==> src/rtl/ksa_sum_stage.sv <==
// Kogge-Stone adder output stage: forms sum/cout/ovf/zero from p and the final
// group-generate vector, then holds results in a two-entry skid buffer behind valid/ready.
module ksa_sum_stage #(
  parameter int unsigned WIDTH = 32
) (
  input  logic             clk,
  input  logic             rst_n,
  input  logic             in_valid,
  output logic             in_ready,
  input  logic [WIDTH-1:0] p,
  input  logic [WIDTH-1:0] G,
  input  logic             cin,
  output logic             out_valid,
  input  logic             out_ready,
  output logic [WIDTH-1:0] sum,
  output logic             cout,
  output logic             ovf,
  output logic             zero
);

  localparam int unsigned RW = WIDTH + 3;

  typedef enum logic [1:0] {
    ST_EMPTY,
    ST_ONE,
    ST_TWO
  } state_t;

  state_t          r_state;
  state_t          w_next;
  logic            r_in_ready;
  logic [RW-1:0]   r_or;
  logic [RW-1:0]   r_sk;
  logic [RW-1:0]   w_new;
  logic [WIDTH-1:0] w_c;
  logic [WIDTH-1:0] w_sum;
  logic            w_acc;
  logic            w_pop;
  logic            w_ld_or_new;
  logic            w_ld_or_sk;
  logic            w_ld_sk;

  // Carry into bit i is the group generate of bits [i-1:0]; overflow compares carries into/out of the MSB.
  assign w_c   = {G[WIDTH-2:0], cin};
  assign w_sum = p ^ w_c;
  assign w_new = {w_sum, G[WIDTH-1], G[WIDTH-2] ^ G[WIDTH-1], (w_sum == '0)};

  assign w_acc = in_valid & in_ready;
  assign w_pop = out_valid & out_ready;

  always_ff @(posedge clk or negedge rst_n) begin
    if (!rst_n) begin
      r_state    <= ST_EMPTY;
      r_in_ready <= 1'b1;
      r_or       <= '0;
      r_sk       <= '0;
    end else begin
      r_state    <= w_next;
      r_in_ready <= (w_next != ST_TWO);
      if (w_ld_or_new) begin
        r_or <= w_new;
      end else if (w_ld_or_sk) begin
        r_or <= r_sk;
      end
      if (w_ld_sk) begin
        r_sk <= w_new;
      end
    end
  end

  always_comb begin
    w_next      = r_state;
    w_ld_or_new = 1'b0;
    w_ld_or_sk  = 1'b0;
    w_ld_sk     = 1'b0;
    case (r_state)
      ST_EMPTY: begin
        if (w_acc) begin
          w_ld_or_new = 1'b1;
          w_next      = ST_ONE;
        end
      end
      ST_ONE: begin
        if (w_acc && !w_pop) begin
          w_ld_sk = 1'b1;
          w_next  = ST_TWO;
        end else if (w_acc && w_pop) begin
          w_ld_or_new = 1'b1;
        end else if (w_pop) begin
          w_next = ST_EMPTY;
        end
      end
      ST_TWO: begin
        if (w_pop) begin
          w_ld_or_sk = 1'b1;
          w_next     = ST_ONE;
        end
      end
      default: w_next = ST_EMPTY;
    endcase
  end

  // Ready flop resets to 1; gating with rst_n keeps it low only while reset is held.
  always_comb begin
    out_valid              = (r_state != ST_EMPTY);
    in_ready               = rst_n & r_in_ready;
    {sum, cout, ovf, zero} = r_or;
  end

endmodule

==> config.mk <==
export PLATFORM = sky130hd
export DESIGN_NAME = ksa_sum_stage
export DESIGN_NICKNAME = d
export VERILOG_FILES = /design/src/rtl/ksa_sum_stage.sv
export SDC_FILE = /design/constraint.sdc
export NUM_CORES = 1
export LEC_CHECK = 0
export CORE_MARGIN = 2
export CORE_UTILIZATION = 38
export CTS_CLUSTER_SIZE = 16
export DETAILED_ROUTE_END_ITERATION = 16
export PLACE_DENSITY = 0.78
export SETUP_SLACK_MARGIN = 0.1
export SLEW_MARGIN = 0
export SYNTH_ARGS = -nofsm -noshare
export SYNTH_HDL_FRONTEND = slang
export SYNTH_SLANG_ARGS = --single-unit
==> constraint.sdc <==
create_clock -name clk -period 2.53 [get_ports clk]
set_input_delay 0.253 -clock clk [delete_from_list [all_inputs] [get_ports clk]]
set_output_delay 0.253 -clock clk [all_outputs]
set_load 0.03 [all_outputs]
==> out/metrics.yaml <==
status: "finished, final reports clean"
power_mw: 4.47
numPortBuffers: 105
post_drt_wl_per_cell_um: 15.8
synth_ff_type: "dfrtp_1"
start_util_pct: 39.1
core.rowCount: 33
clockRootBuffer: "clkbuf_8"
drt-initial-drc-count: 128
grt_usage_pct: 17.9
cts_sinks: 73
powerDensity_mw_per_mm2: 978
fin_nets: 466
fin_hold_ws_ps: 159
swShare_pct: 34.7
syn_nets: 361
preCtsSetupSlack_ps: 389
cts_resized: 0
clkTransAtPathRegs_ps: 80
avgViaCountPerCell: 5.22
syn_area_per_cell_sq_um: 11.0
regArea_sq_mm: 0.00183
hold_violations: 0
ir_worst_vdd_mv: 0.398
worstHoldPathType: "primary input to asynchronous set/reset pin"
yosysSeqAreaShare_pct: 56.9
synth_edf_count: 0
period_minus_slack_ps: 2080
dr.pass1.iters: 4
drive_gt1_share_pct: 8.96
yosys_warnings: 0
final_cell_mix: "clkdlybuf4s50_1 (104), dfrtp_1 (72), nand2_1 (37)"
critical_path_class: "register to output pin"
power_leakage_nw: 1.93
cp_max_fo: 4
drv_cap: 0
setup_violations: 0
ys_ff_latch: 73
worst_slew_pin_slew_ps: 882
cts_hold_buf: 0
critPathCaptureType: "output pin"
grt_overflow_total: 0
dieArea_sq_mm: 0.00921
cts_buffer_depth: 2
yosys.cell_types.count: 33
cts_tree: "done"
io_pins: 106
slew_violations: 0
drcViolationCount: 0
synthesis.area_sq_mm: 0.00321
post-dp-hpwl_um: 5750
multi_input_area_sq_mm: 0.00127
synthToLayoutAreaGrowth_pct: 42.2
clock-skew-final_ps: 8.58
seqPwrFrac_pct: 42.7
fin_util_pct: 55.6
worstPathRequired_ps: 2280
core_sq_mm: 0.00822
grt_max_degree: 74
grt_setup_unrepaired: "false"
cp-start-kind: "register"
postRouteAntennaNets: 0
crit_arrival_ps: 1830
die_w_um: 96.0
fillers: 697
fp.dieH_um: 96.0
async_reset_ff_share_pct: 100
vias: 2649
grt_pass1_wl_um: 12500
final_common_cell: "clkdlybuf4s50_1"
finalWirelength_um: 8000
clk_latency_ps: 340
power_frac_comb_pct: 34.7
power_switching_mw: 1.55
synth_cells: 292
postCtsSetupRepairBufs: 0
gp_congestion: 0.783
maxSlewHeadroom_pct: 41.2
antennaDiodeCount: 0
power_frac_clock_pct: 22.6
fmax_mhz: 480
p_int_mw: 2.92
period_share_pct: 82.4
htreeDepth: 3
first_global_vias: 2586
grt_antenna_before_repair: 0
layout_setup_ws_ps: 446
setup-tns-final_ps: 0
numCtsBuffers: 9
==> metal layers <==
layer | up-vias | global-route usage [%] | share of wire [%]
met5 | - | 0 | 0
met4 | 0 | 7.38 | 1.0
met3 | 7 | 3.37 | 6.4
met2 | 87 | 28.1 | 48
met1 | 1303 | 24.6 | 45
li1 | 1252 | - | -
==> cell families after synthesis <==
logic type | synth area share (%)
AOI/OAI and AO/OA | 17.2
xor gates and xnor gates | 8.99
buffers and inverters | 3.66
DFF | 56.9
muxes | 0.662
and+or+nand+nor | 12.6
==> area by class of cell <==
type	instances	area share, %
clock buffers	9	2.71
flip-flops and latches	73	40.0
repair buffers	113	24.2
inverters	1	0.0821
multi-input cells	199	27.9
well taps	105	2.87
clock inverters	7	2.24
==> Yosys cell counts (2+ instances only) <==
library cell	number	area, sq um
nor2_1	33	124
o21ai_0	34	170
clkbuf_1	9	33.8
buf_2	4	20.0
nor4_1	2	12.5
buf_4	2	15.0
dfrtp_1	72	1800
a22o_1	2	17.5
a221o_1	29	290
nand4_1	8	50.1
xnor2_1	33	289
a221o_2	4	45.0
nand2_1	37	139
buf_6	4	45.0
==> registers in the layout, indices dropped and copies added, names as in the netlist <==
| signal | cells |
|---|---|
| r_in_ready | 1 |
| r_or | 35 |
| r_sk | 35 |
| r_state | 2 |
==> path summary, 6_finish.rpt <==
path                                  from       end  slack [ps]  cells past startpoint
max in group asynchronous            rst_n  r_or[13]        1800                      2
worst min register to register    r_sk[15]  r_sk[15]         490                      2
worst max-delay path            r_in_ready  in_ready         450                      2
worst max register to register  r_in_ready  r_or[14]         580                      6
worst min-delay path                 rst_n  r_or[24]         160                      2
min in group clk                  r_sk[15]  r_sk[15]         490                      2
==> worst max-delay path, cell delays in order (launching register included) <==
cell	delay, ps
dfstp_2	520
and2_1	260
clkdlybuf4s50_1	720
==> power by group through the flow <==
stage               Combinational (mW)  Sequential [mW]  Clock (mW)
floorplan                        0.534             2.23           0
global placement                  1.53             1.90           0
detailed placement                1.57             1.92           0
CTS                               1.57             1.91        1.03
global route                      1.67             1.96        1.08
finish                            1.55             1.91        1.01
==> through the flow <==
step / cells / cell area [sq um]
floorplan: 292 / 3210
global placement: 491 / 4350
detailed placement: 491 / 4350
CTS: 507 / 4570
global route: 507 / 4570
finish: 507 / 4570
No activity file was read; power rests on OpenSTA's default activity.
